<file path="config.mk">
export PLATFORM = sky130hd
export DESIGN_NAME = fregs_dump_streamer
export DESIGN_NICKNAME = d
export VERILOG_FILES = /design/src/rtl/fregs_dump_streamer_pkg.sv /design/src/rtl/fregs_dump_streamer.sv
export SDC_FILE = /design/constraint.sdc
export NUM_CORES = 1
export LEC_CHECK = 0
export ABC_AREA = 1
export BUFFER_PORTS_ARGS = -buffer_cell sky130_fd_sc_hd__buf_2
export CAP_MARGIN = 20
export CORE_MARGIN = 5
export CORE_UTILIZATION = 40
export CTS_CLUSTER_DIAMETER = 200
export DETAILED_ROUTE_END_ITERATION = 8
export MAX_ROUTING_LAYER = met4
export PLACE_DENSITY_LB_ADDON = 0.12
export SLEW_MARGIN = 20
export SYNTH_ARGS = -nofsm -noshare
export SYNTH_HDL_FRONTEND = slang
export SYNTH_SLANG_ARGS = --single-unit
</file>
<file path="constraint.sdc">
create_clock -name iCLK -period 4 [get_ports iCLK]
set_input_delay 0.8 -clock iCLK [delete_from_list [all_inputs] [get_ports iCLK]]
set_output_delay 0.8 -clock iCLK [all_outputs]
set_load 0.01 [all_outputs]
</file>
<file path="src/rtl/fregs_dump_streamer_pkg.sv">
// Shared definitions for the floating-point register file dump streamer.
package fregs_dump_streamer_pkg;

    // Frame walker states
    typedef enum logic [2:0] {
        StIdle,
        StSync,
        StLoad,
        StData,
        StCsum
    } state_t;

    localparam logic [7:0] SYNC_BYTE_DEFAULT = 8'hA5;

    // Bytes in one frame: sync byte, four bytes per register, checksum byte
    function automatic int unsigned frame_len(input int unsigned num_regs);
        return 2 + 4 * num_regs;
    endfunction

endpackage

</file>
<file path="src/rtl/fregs_dump_streamer.sv">
// Walks the FP register file display port and streams a framed byte image:
// sync byte, each register MSB first, then an XOR checksum of the data bytes.
module fregs_dump_streamer
    import fregs_dump_streamer_pkg::*;
#(
    parameter logic [7:0]  SYNC_BYTE = SYNC_BYTE_DEFAULT,
    parameter int unsigned NUM_REGS  = 32
) (
    input  logic        iCLK,
    input  logic        iRST,
    input  logic        iStart,
    output logic        oBusy,
    output logic [4:0]  oRegDispSelect,
    input  logic [31:0] iRegDisp,
    output logic [7:0]  oByte,
    output logic        oByteValid,
    input  logic        iByteReady,
    output logic        oDone
);

    localparam logic [4:0] LAST_IDX = 5'(NUM_REGS - 1);

    state_t      state;
    logic [4:0]  idx;
    logic [1:0]  count;
    logic [7:0]  csum;
    // Only the three bytes still to be sent; the top byte goes straight to oByte
    logic [23:0] word;
    logic        xfer;

    assign xfer           = oByteValid & iByteReady;
    assign oRegDispSelect = idx;

    // Frame sequencing with registered stream, busy and done outputs
    always_ff @(posedge iCLK or posedge iRST) begin
        if (iRST) begin
            state      <= StIdle;
            idx        <= 5'd0;
            count      <= 2'd0;
            csum       <= 8'd0;
            word       <= 24'd0;
            oBusy      <= 1'b0;
            oByte      <= 8'd0;
            oByteValid <= 1'b0;
            oDone      <= 1'b0;
        end else begin
            oDone <= 1'b0;
            unique case (state)
                StIdle: begin
                    if (iStart) begin
                        state      <= StSync;
                        idx        <= 5'd0;
                        csum       <= 8'd0;
                        oBusy      <= 1'b1;
                        oByte      <= SYNC_BYTE;
                        oByteValid <= 1'b1;
                    end
                end
                StSync: begin
                    if (xfer) begin
                        state      <= StLoad;
                        oByteValid <= 1'b0;
                    end
                end
                StLoad: begin
                    // Snapshot the selected register; its MSB is presented immediately
                    word       <= iRegDisp[23:0];
                    oByte      <= iRegDisp[31:24];
                    oByteValid <= 1'b1;
                    count      <= 2'd0;
                    state      <= StData;
                end
                StData: begin
                    if (xfer) begin
                        csum  <= csum ^ oByte;
                        word  <= word << 8;
                        count <= count + 2'd1;
                        if (count == 2'd3) begin
                            if (idx == LAST_IDX) begin
                                // Checksum must include the byte transferring now
                                state <= StCsum;
                                oByte <= csum ^ oByte;
                            end else begin
                                state      <= StLoad;
                                idx        <= idx + 5'd1;
                                oByteValid <= 1'b0;
                            end
                        end else begin
                            oByte <= word[23:16];
                        end
                    end
                end
                StCsum: begin
                    if (xfer) begin
                        state      <= StIdle;
                        idx        <= 5'd0;
                        oBusy      <= 1'b0;
                        oByte      <= 8'd0;
                        oByteValid <= 1'b0;
                        oDone      <= 1'b1;
                    end
                end
                default: begin
                    state      <= StIdle;
                    oBusy      <= 1'b0;
                    oByteValid <= 1'b0;
                end
            endcase
        end
    end

endmodule

</file>
* Word-level counts from Yosys, hierarchy flattened
Index checks and enable logic that the tools add are counted.
** Storage, ports and cells
- Input port bits :: 36
- Output and inout port bits :: 16
- Bits in registers :: 53
- Word-level logic and storage cells :: 77
** Operators by class
- Reductions and logical operators :: 14
- Mux-type cells :: 35
- Bitwise gates (word level) :: 3
- Add/sub/neg operators :: 2
- Equal/unequal tests :: 14
** Operators with widths (number)
- $mux W8 :: 7
- $pmux W24 S2 :: 1
- $pmux W8 S4 :: 1
- $mux W5 :: 5
- $mux W24 :: 1
- $mux W3 :: 6
- $pmux W8 S2 :: 1
- $pmux W3 S5 :: 1
- $pmux W5 S3 :: 1
- $reduce_and A5 Y1 :: 3
- $ne A2 B2 Y1 const B :: 6
- $xor A8 B8 Y8 :: 1
- $mux W1 :: 7
- $eq A3 B2 Y1 const B :: 2
- $reduce_and A3 Y1 :: 2
- $reduce_and A6 Y1 :: 1
- $add A5 B1 Y5 const B :: 1
- $eq A5 B5 Y1 const B :: 1
- $pmux W1 S4 :: 1
- $pmux W2 S2 :: 1
- $reduce_bool A2 Y1 :: 2
- $reduce_bool A4 Y1 :: 1
- $eq A3 B1 Y1 const B :: 1
- $eq A3 B3 Y1 const B :: 1
- other kinds (13) :: 13

* Logic depth before layout (Yosys ltp)
Gate-level depths: netlist of the first run.
- Depth after elaboration :: 5
- Mapped depth :: 10
- Mapped depth without buffers :: 10

* Worst setup path after synthesis of the first run
OpenSTA, ideal clock, no wires.
- Path type :: input-to-reg
- Start point :: in iByteReady
- End point :: reg idx[2], in the netlist oRegDispSelect[2]
- Path buffers :: 0
- Data arrival time :: 1.564 ns
- Setup time :: 0.117 ns
- Data required time :: 3.883 ns
- Stages :: 7
- Path slack :: 2.319 ns
- Cell sequence :: nand2_1 -> o21ai_1 -> inv_1 -> nor2_4 -> nand2_4 -> nand2_1 -> nand2_1
** Between the ends
- Longest elaborated chain between the ends :: 3
- Elaborated cells on any way between the ends :: 4
- Classes of those cells :: eq/ne (2); bitwise (1); reduce/logical (1)
** Ends and longest elaborated chain
- start, declared :: RTL line fregs_dump_streamer.sv:17 : input logic iByteReady,
- $and A1 B1 Y1 (*) :: RTL line fregs_dump_streamer.sv:31 : assign xfer = oByteValid & iByteReady;
- $ne A2 B2 Y1 (no line)
- $reduce_and A6 Y1 (no line) (*)
- end signal, assigned :: RTL line fregs_dump_streamer.sv:85 : idx <= idx + 5'd1;
- end, declared :: RTL line fregs_dump_streamer.sv:24 : logic [4:0] idx;
Mark *: on every way between the ends. The rest lies on a longest branch, timed or not.
A chain may end at the register's enable or synchronous reset.

* Worst setup path after layout of the first run
- Start point :: reg state[0]
- End point :: reg csum[5]
** Between the ends
- Longest elaborated chain between the ends :: 3
- Elaborated cells on any way between the ends :: 7
- Classes of those cells :: eq/ne (3); mux (1); reduce/logical (3)
** Ends and longest elaborated chain
- start, declared :: RTL line fregs_dump_streamer.sv:23 : state_t state;
- start signal, assigned :: RTL line fregs_dump_streamer.sv:37 : state <= StIdle;
- start signal, assigned :: RTL line fregs_dump_streamer.sv:51 : state <= StSync;
- start signal, assigned :: RTL line fregs_dump_streamer.sv:61 : state <= StLoad;
- $eq A3 B2 Y1 or $logic_not A3 Y1 (tied branches) :: RTL line fregs_dump_streamer.sv:48 : unique case (state)
- $ne A2 B2 Y1 (no line) or $reduce_bool A2 Y1 (tied branches)
- $reduce_and A3 Y1 (no line)
- end signal, assigned :: RTL line fregs_dump_streamer.sv:75 : csum <= csum ^ oByte;
- end, declared :: RTL line fregs_dump_streamer.sv:26 : logic [7:0] csum;
Parallel ways exist; a longest one is shown, timed or not.

==> results of run 1 <==
==> power by group <==
group	internal, uW	switching, uW	total (uW)	leakage (uW)
clock network	204	181	385	0.0000574
logic	397	818	1220	0.00102
registers	760	117	877	0.000680
total	1360	1120	2480	0.00175
==> cell families (layout without fill, tap and decap cells) <==
family | Yosys count | count (layout) | synth area share, %
simple gates | 192 | 192 | 28.68
buf+inv | 70 | 118 | 10.41
fa+ha+maj | 3 | 3 | 1.312
flops | 53 | 53 | 46.35
compound gates | 66 | 66 | 13.25
==> cell usage after synthesis <==
cell      instances
buf_4             5
o21ai_0          42
clkbuf_2          1
o211ai_1         16
nor2_4            2
nand3_2           2
buf_2             6
a21oi_1           2
nand2_4           1
ha_1              3
nand4_1           2
inv_2             3
buf_6             1
nor2_2            1
dfrtp_1          53
nand2_1         139
nor3b_1           1
o21ai_1           3
nand3b_2          1
nor2_1           13
nand3_1          26
a21oi_2           1
inv_1            53
nand3b_1          3
clkbuf_1          1
a31oi_1           1
nand2_2           1
o21ai_2           1
==> layout make-up <==
cell class              count  share of cell area [%]
well taps                  96                   3.649
inverters                  56                   6.385
clock buffers               6                   2.509
flip-flops and latches     53                   40.29
clock inverters             2                   1.140
repair buffers             54                   8.438
multi-input cells         261                   37.59
==> registers in the layout (all words and copies together), names as in the netlist <==
| register | count |
|---|---|
| word | 24 |
| count | 2 |
| state | 3 |
| oRegDispSelect | 5 |
| oBusy | 1 |
| oByte | 8 |
| oDone | 1 |
| oByteValid | 1 |
| csum | 8 |
==> layer usage <==
layer | part of all wire (%) | vias up
met1 | 51 | 1136
li1 | - | 1310
met2 | 43 | 54
met4 | 0.68 | 0
met3 | 5.1 | 4
met5 | 0 | -
==> cell usage in the layout, fill, tap and decap left out <==
master and instances:
a21oi_1 2, a21oi_2 1, a31oi_1 1, buf_2 51
buf_4 3, bufinv_16 1, clkbuf_8 6, clkinvlp_4 1
dfrtp_1 53, ha_1 3, inv_1 52, inv_2 4
nand2_1 139, nand2_2 1, nand2_4 1, nand3_1 26
nand3_2 2, nand3b_1 3, nand3b_2 1, nand4_1 2
nor2_1 13, nor2_2 1, nor2_4 2, nor3b_1 1
o211ai_1 16, o21ai_0 42, o21ai_1 3, o21ai_2 1
==> worst max path at each step <==
stage | from | end | slack (ns) | depth (start not counted)
after global routing | state[0] | csum[7] | 1.59 | 6
after CTS | state[0] | csum[5] | 1.82 | 6
after detailed placement | state[0] | csum[1] | 1.83 | 6
after global placement | state[0] | csum[1] | 1.83 | 6
after floorplan | iRST | count[0] | 1.91 | 1
final | state[0] | csum[5] | 1.83 | 6
==> tightest hold or removal path: cells and delay by family, from the launching register on <==
family / cells / cell delay [ns]
flip-flops: 1 / 0.37
AND/OR/NAND/NOR: 2 / 0.11
==> metrics by stage <==
step / cell area (um2) / setup WS (ns) / util (%) / cells / total power, uW
CTS: 3292 / 1.817 / 47.92 / 528 / 2501
detailed placement: 3172 / 1.829 / 46.17 / 520 / 2112
global placement: 3172 / 1.828 / 46.17 / 520 / 2093
finish: 3292 / 1.825 / 47.92 / 528 / 2477
global route: 3292 / 1.589 / 47.92 / 528 / 2755
floorplan: 2861 / 1.914 / - / 384 / 1842
==> impl_metrics.env, run 1 <==
export IMPL_die_w_um=94.58
export IMPL_grt_pass1_wl_um=11360
export IMPL_period_share_pct=54.37
export IMPL_io_pins=52
export IMPL_io_buffers=51
export IMPL_grt_max_degree=43
export IMPL_yosys_area_top_type_share_pct=46.35
export IMPL_cts_setup_buffers=0
export IMPL_overflow=0
export IMPL_grt_pass1_vias=2399
export IMPL_clk_latency_ns=0.31
export IMPL_gp_congestion=0.8932
export IMPL_rows=30
export IMPL_critPathSlowestCell="dfrtp_1"
export IMPL_worst_slew_pin_slew_ns=0.6845
export IMPL_finalClockSkew_ns=0.004087
export IMPL_fin_worst_hold_slack_ns=0.4987
export IMPL_netlist_area_um2=2861
export IMPL_grt_use_met3_pct=3.745
export IMPL_ctsLongestPathBuffers=2
export IMPL_wire_per_inst_um=12.19
export IMPL_maxSlewHeadroom_pct=54.30
export IMPL_max_freq_mhz=459.8
export IMPL_ant_nets=0
export IMPL_core_area_um2=6869
export IMPL_crit_required_ns=4.18
export IMPL_cts_resized=0
export IMPL_drv_slew=0
export IMPL_top_usage_layer="met2"
export IMPL_crit_buf_inv=1
export IMPL_synth_top_area_cell="dfrtp_1"
export IMPL_worst_r2r_path_depth=6
export IMPL_postCtsHoldBufs=0
export IMPL_crit_top_cell="nand2_1"
export IMPL_cts_sinks=53
export IMPL_routed_via_density=4.742
export IMPL_worstPathMaxFanout=38
export IMPL_hold_violations=0
export IMPL_nets=470
export IMPL_worstHoldEndpoint="oRegDispSelect[3]"
export IMPL_yosysUniqueCellTypes=28
export IMPL_rsz0062_at_grt="no"
export IMPL_crit_chain="nand2_1 > nor2_4 > buf_4 > nand3_1 > nand2_1 > o21ai_0"
export IMPL_yosysSeqAreaShare_pct=46.35
export IMPL_max_stage_delay_ns=0.47
export IMPL_rrSetupSlack_ns=1.83
export IMPL_met1_usage_pct=23.17
export IMPL_met2_usage_pct=24.35
export IMPL_nFillCells=742
export IMPL_crit_arrival_ns=2.35
export IMPL_cts_max_level=2
export IMPL_cts_buffers=5
export IMPL_hold_depth=2
export IMPL_outcome="finished, final reports clean"
export IMPL_finalWirelength_um=6434
export IMPL_cap_violations=0
export IMPL_netlist_top_cells_area="dfrtp_1 (46%), nand2_1 (18%), o21ai_0 (7.3%), inv_1 (7.0%), nand3_1 (4.5%)"
export IMPL_clk_pin_slew_ns=0.10
export IMPL_rr_endpoint="csum[5]"
export IMPL_dr_total_vias=2504
export IMPL_route_detailed_drc=0
export IMPL_synth_warnings=0
export IMPL_irDropWorstVdd_mv=0.2750
export IMPL_cp_top_family="simple AND/OR/NAND/NOR gates"
export IMPL_ys_ff_latch=53
export IMPL_track_usage_pct=16.46
export IMPL_initialDrtViolationCount=136
export IMPL_endpoint_kind="flip-flop"
export IMPL_final_setup_tns_ns=0
export IMPL_clockRootBuffer="clkbuf_8"
export IMPL_die_h_um=94.58
export IMPL_crit_type="flip-flop to flip-flop"
export IMPL_setup_viol=0
export IMPL_seq_area_um2=1326
export IMPL_hold_class="flip-flop to flip-flop"
export IMPL_antenna_found_initial=0
export IMPL_initial_core_util_pct=41.66
export IMPL_cts_tree="built"
export IMPL_netlist_instances=384
export IMPL_firstDrtPassIters=4
export IMPL_diodes=0
export IMPL_synth_avg_cell_area_um2=7.452
export IMPL_multi_input_area_um2=1237
export IMPL_powerDensity_nw_per_um2=752.5
export IMPL_setup_worst_path_start_class="flip-flop"
export IMPL_drive_gt1_share_pct=17.59
export IMPL_min_period_ns=2.175
export IMPL_hpwl_um=4619
export IMPL_p_leak_uw=0.001753
export IMPL_hp_start="oRegDispSelect[3]"
export IMPL_rr_startpoint="state[0]"
export IMPL_syn2layout_area_growth_pct=15.04
export IMPL_synthesis_nets=423
export IMPL_die_area_um2=8945
No activity file was read; power rests on OpenSTA's default activity.
==> run 2, diff against run 1 <==
- ABC_AREA: 1 -> 0
- clock period: 4 -> 1.74 ns (I/O delays scaled with it)
==> impl_metrics.env, run 2 <==
export IMPL_yosysSeqAreaShare_pct=49.67
export IMPL_diodes=0
export IMPL_netlist_instances=275
export IMPL_initialDrtViolationCount=128
export IMPL_crit_arrival_ns=2.03
export IMPL_firstDrtPassIters=5
export IMPL_grt_pass1_wl_um=11290
export IMPL_grt_use_met3_pct=3.519
export IMPL_rows=29
export IMPL_postCtsHoldBufs=0
export IMPL_powerDensity_nw_per_um2=1466
export IMPL_overflow=0
export IMPL_seqPwrFrac_pct=42.7
export IMPL_top_usage_layer="met2"
export IMPL_nFillCells=610
export IMPL_route_detailed_drc=0
export IMPL_final_setup_worst_slack_ns=-0.09384
export IMPL_antenna_found_initial=0
export IMPL_die_w_um=91.70
export IMPL_die_area_um2=8409
export IMPL_die_h_um=91.70
export IMPL_gp_congestion=0.8421
export IMPL_synthesis_nets=314
export IMPL_p_leak_uw=0.001493
export IMPL_core_area_um2=6422
export IMPL_io_buffers=51
export IMPL_mostFrequentLayoutCells="dfrtp_1 (53), buf_2 (51), nand2_1 (30)"
export IMPL_yosysUniqueCellTypes=41
export IMPL_p_int_uw=3125
export IMPL_dp_cells=412
export IMPL_netlist_area_um2=2670
export IMPL_met2_usage_pct=25.20
export IMPL_yosysMostFrequentCell="dfrtp_1"
export IMPL_p_clk_share_pct=18.1
export IMPL_worstPathMaxFanout=3
export IMPL_grt_pass1_vias=2313
export IMPL_cts_max_level=2
export IMPL_reg_largest_list="word: 24 flops, csum: 8 flops, oByte: 8 flops"
export IMPL_final_area_um2=3378
export IMPL_final_common_cell="dfrtp_1"
export IMPL_rsz0062_at_grt="yes"
export IMPL_drv_slew=0
export IMPL_min_period_ns=1.834
export IMPL_violations="setup timing"
export IMPL_switching_power_uw=1827
export IMPL_nets=385
export IMPL_crit_required_ns=1.94
export IMPL_grt_max_degree=54
export IMPL_rrSetupSlack_ns=-0.09
export IMPL_track_usage_pct=16.93
export IMPL_ys_flop_type="dfrtp_1"
export IMPL_irDropWorstVdd_mv=0.5318
export IMPL_cts_tree="built"
export IMPL_ys_ff_latch=53
export IMPL_finalClockSkew_ns=0.009090
export IMPL_final_setup_tns_ns=-0.2689
export IMPL_yosys_area_top_type_share_pct=49.67
export IMPL_setup_viol=4
export IMPL_period_share_pct=105.4
export IMPL_maxSlewHeadroom_pct=73.42
export IMPL_regMostFlops="word"
export IMPL_setup_worst_path_start_class="flip-flop"
export IMPL_clockRootBuffer="clkbuf_8"
export IMPL_worst_slew_pin_slew_ns=0.3978
export IMPL_routed_via_density=5.325
export IMPL_syn2layout_area_growth_pct=26.52
export IMPL_io_pins=52
export IMPL_crit_type="flip-flop to flip-flop"
export IMPL_ant_nets=0
export IMPL_synth_avg_cell_area_um2=9.709
export IMPL_power_uw=4951
export IMPL_cap_violations=0
export IMPL_hpwl_um=4719
export IMPL_hold_violations=0
export IMPL_outcome="finished, violations left"
export IMPL_max_stage_delay_ns=0.40
export IMPL_synth_edff_count=0
export IMPL_synth_warnings=0
export IMPL_switching_share_pct=36.89
export IMPL_largest_reg_flops=24
export IMPL_placed_area_um2=3188
export IMPL_endpoint_kind="flip-flop"
export IMPL_wire_per_inst_um=15.62
export IMPL_worst_r2r_path_depth=7
export IMPL_met1_usage_pct=23.51
export IMPL_hold_class="input port to async pin"
export IMPL_synth_top_area_cell="dfrtp_1"
export IMPL_ctsLongestPathBuffers=2
export IMPL_crit_chain="ha_2 > and3_4 > ha_4 > nand2b_4 > o31a_1 > and2_4 > a211o_1"
export IMPL_synth_common_cells="dfrtp_1 (53), nand2_1 (30), o21ai_0 (23), o21ai_1 (23), mux2i_1 (16)"
export IMPL_dr_total_vias=2258
export IMPL_clk_pin_slew_ns=0.09
export IMPL_final_cells=424
export IMPL_cts_sinks=53
export IMPL_cts_buffers=5
export IMPL_netlist_top_cells_area="dfrtp_1 (50%), mux2i_1 (6.0%), o21ai_0 (4.3%), o21ai_1 (4.3%), nand2_1 (4.2%)"
export IMPL_async_flop_share_pct=100.0
export IMPL_initial_core_util_pct=41.57
export IMPL_drive_gt1_share_pct=30.55
export IMPL_max_freq_mhz=545.3
export IMPL_comb_power_share_pct=39.3
export IMPL_finalWirelength_um=6623
export IMPL_clk_latency_ns=0.31
export IMPL_critPathSlowestCell="dfrtp_1"
==> run 2: logic make-up after synthesis <==
logic type,after synthesis,share of synthesized area (%)
AOI/OAI and AO/OA,92,21.46
xor gates and xnor gates,4,1.312
muxes,17,6.420
adders and majority gates,3,1.406
DFF,53,49.67
and+or+nand+nor,87,16.40
buffers and inverters,19,3.327
==> run 2: path summary, 6_finish.rpt <==
path                                        start                end
worst max-delay path            oRegDispSelect[1]  oRegDispSelect[2]
worst min-delay path                         iRST            word[9]
worst max register to register  oRegDispSelect[1]  oRegDispSelect[2]
worst min register to register           word[10]           word[10]
max in group asynchronous                    iRST           word[20]
min in group iCLK                     iRegDisp[5]            word[5]
==> run 2: critical path: cells and delay by family, from the launching register on <==
kind / cells / cell delay (ns)
and+or+nand+nor: 3 / 0.48
AOI/OAI and AO/OA: 2 / 0.51
adders and majority gates: 2 / 0.35
DFF: 1 / 0.40
==> run 2: through the flow <==
step / worst slack, ns / hold slack (ns) / utilization [%]
after CTS: -0.08597 / 0.07298 / 51.82
after floorplan: -0.1031 / 0.4434 / -
final: -0.09384 / 0.06825 / 52.60
after detailed placement: -0.07847 / 0.4225 / 49.64
after global routing: -0.1358 / 0.09939 / 52.60
after global placement: -0.04250 / 0.4228 / 49.64
==> run 2: power groups by stage <==
stage          Clock, uW  Sequential, uW  Combinational [uW]
6_report             896            2110                1940
4_1_cts              920            2110                1880
3_5_place_dp           0            2130                1840
3_3_place_gp           0            2110                1800
2_1_floorplan          0            2110                1220
5_1_grt              968            2200                2210
==> run 2: area by class of cell <==
cell class | count | area (um2) | area share, %
sequential | 53 | 1326 | 39.26
multi-input combinational | 203 | 1323 | 39.15
timing repair buffer | 80 | 501.7 | 14.85
tap | 77 | 96.34 | 2.852
clock buffer | 6 | 82.58 | 2.444
clock inverter | 2 | 37.54 | 1.111
inverter | 3 | 11.26 | 0.3333
==> run 2: repair_timing <==
item	in CTS	in global routing
buffers inserted	2	2
setup endpoints to repair	5	12
pin swaps	1	1
gates resized for setup	1	8
==> run 2: layer usage <==
layer | vias to the layer above | share of wire [%]
li1 | 1153 | -
met1 | 1047 | 51
met2 | 53 | 44
met3 | 5 | 4.2
met4 | 0 | 0.66
met5 | - | 0
==> run 3, diff against run 2 <==
- BUFFER_PORTS_ARGS: -buffer_cell sky130_fd_sc_hd__buf_2 -> -buffer_cell sky130_fd_sc_hd__buf_4
==> impl_metrics.env, run 3 (synthesis gave the netlist of run 2 again) <==
export IMPL_fin_worst_hold_slack_ns=0.07168
export IMPL_endpoint_kind="flip-flop"
export IMPL_switching_share_pct=38.40
export IMPL_regMostFlops="word"
export IMPL_period_share_pct=104.5
export IMPL_hold_class="input port to async pin"
export IMPL_finalClockSkew_ns=0.008954
export IMPL_seqPwrFrac_pct=43.3
export IMPL_max_stage_delay_ns=0.39
export IMPL_diodes=0
export IMPL_final_area_um2=3475
export IMPL_hpwl_um=4835
export IMPL_die_area_um2=8409
export IMPL_io_pins=52
export IMPL_overflow=0
export IMPL_setup_worst_path_start_class="flip-flop"
export IMPL_irDropWorstVdd_mv=0.5286
export IMPL_grt_pass1_wl_um=11490
export IMPL_switching_power_uw=1874
export IMPL_clk_pin_slew_ns=0.11
export IMPL_maxSlewHeadroom_pct=74.17
export IMPL_cts_buffers=5
export IMPL_mostFrequentLayoutCells="buf_4 (79), dfrtp_1 (53), nand2_1 (30)"
export IMPL_syn2layout_area_growth_pct=30.13
export IMPL_crit_buf_inv=0
export IMPL_gp_congestion=0.8605
export IMPL_largest_reg_flops=24
export IMPL_powerDensity_nw_per_um2=1405
export IMPL_min_period_ns=1.819
export IMPL_outcome="finished, violations left"
export IMPL_crit_chain="ha_2 > and3_4 > ha_4 > nand2b_4 > o31a_1 > and2_4 > mux2_4"
export IMPL_final_setup_worst_slack_ns=-0.07854
export IMPL_p_clk_share_pct=15.6
export IMPL_cp_depth=7
export IMPL_firstDrtPassIters=4
export IMPL_placed_area_um2=3316
export IMPL_ant_nets=0
export IMPL_dr_total_vias=2319
export IMPL_p_int_uw=3006
export IMPL_rrSetupSlack_ns=-0.08
export IMPL_rsz0062_at_grt="yes"
export IMPL_antenna_found_initial=0
export IMPL_cp_top_family="simple AND/OR/NAND/NOR gates"
export IMPL_worst_slew_pin_slew_ns=0.3866
export IMPL_grt_max_degree=54
export IMPL_rows=29
export IMPL_clk_latency_ns=0.32
export IMPL_crit_required_ns=1.94
export IMPL_setup_viol=8
export IMPL_wire_per_inst_um=16.22
export IMPL_reg_largest_list="word: 24 flops, csum: 8 flops, oByte: 8 flops"
export IMPL_io_buffers=51
export IMPL_cp_endpoint="oRegDispSelect[0]"
export IMPL_drv_slew=0
export IMPL_p_leak_uw=0.001527
export IMPL_rr_startpoint="oRegDispSelect[0]"
export IMPL_drive_gt1_share_pct=30.17
export IMPL_comb_power_share_pct=41.2
export IMPL_core_area_um2=6422
export IMPL_final_cells=425
export IMPL_worst_r2r_path_depth=7
export IMPL_crit_start="oRegDispSelect[0]"
export IMPL_die_w_um=91.70
export IMPL_postCtsHoldBufs=0
export IMPL_dp_cells=412
export IMPL_cts_max_level=2
export IMPL_worstPathMaxFanout=3
export IMPL_initial_core_util_pct=41.57
export IMPL_cts_tree="built"
export IMPL_cts_sinks=53
export IMPL_final_core_util_pct=54.10
export IMPL_nets=386
export IMPL_die_h_um=91.70
export IMPL_ctsLongestPathBuffers=2
export IMPL_crit_arrival_ns=2.02
export IMPL_violations="setup timing"
export IMPL_final_common_cell="buf_4"
export IMPL_grt_pass1_vias=2280
export IMPL_critPathSlowestCell="dfrtp_1"
export IMPL_route_detailed_drc=0
export IMPL_cap_violations=0
export IMPL_clockRootBuffer="clkbuf_8"
export IMPL_finalWirelength_um=6895
export IMPL_crit_type="flip-flop to flip-flop"
export IMPL_max_freq_mhz=549.9
export IMPL_initialDrtViolationCount=135
export IMPL_power_uw=4881
export IMPL_rr_endpoint="oRegDispSelect[0]"
export IMPL_routed_via_density=5.456
export IMPL_hold_violations=0
export IMPL_track_usage_pct=17.21
run 3: stage by stage:
stage               setup slack [ns]  setup TNS, ns
CTS                         -0.07497        -0.2536
global placement            -0.04035       -0.09863
global route                 -0.1396         -1.328
detailed placement          -0.07127        -0.3061
floorplan                    -0.1031        -0.3295
finish                      -0.07854        -0.3109
run 3: tightest hold or removal path, delay by kind of cell:
kind / cells / cell delay [ns]
buffers and inverters: 3 / 0.43
run 3: worst min path at each step:
stage | start | end | slack (ns) | cells after the start
after floorplan | word[19] | word[19] | 0.44 | 2
after global placement | iRST | oRegDispSelect[1] | 0.43 | 3
after detailed placement | iRST | oRegDispSelect[0] | 0.44 | 3
after CTS | iRST | word[2] | 0.08 | 3
after global routing | iRST | oByteValid | 0.1 | 3
final | iRST | word[17] | 0.07 | 3
run 3: layout make-up:
| type | instances | area [um2] |
|---|---|---|
| clock buffer | 5 | 68.82 |
| clock inverter | 3 | 26.28 |
| fill | 597 | 2948 |
| inverter | 3 | 11.26 |
| multi-input combinational | 203 | 1313 |
| sequential | 53 | 1326 |
| tap | 77 | 96.34 |
| timing repair buffer | 81 | 633.1 |
run 3: power by group through the flow:
| stage | clock network [uW] | logic (uW) | registers, uW |
|---|---|---|---|
| final | 761 | 2010 | 2110 |
| after global routing | 818 | 2240 | 2200 |
| after CTS | 777 | 2010 | 2110 |
| after detailed placement | 0 | 1950 | 2130 |
| after global placement | 0 | 1900 | 2120 |
| after floorplan | 0 | 1220 | 2110 |
run 3: per-layer routing:
layer | share of wire (%) | track usage, %
met5 | 0 | -
met4 | 0.77 | 4.208
met3 | 4.0 | 2.864
met2 | 45 | 25.44
met1 | 50 | 24.74
run 3: what timing repair did:
action                     CTS  global route
resized for setup            5             2
buffers inserted             1             4
pin swaps                    1             2
hold endpoints to repair     0             0
setup endpoints to repair    8            15
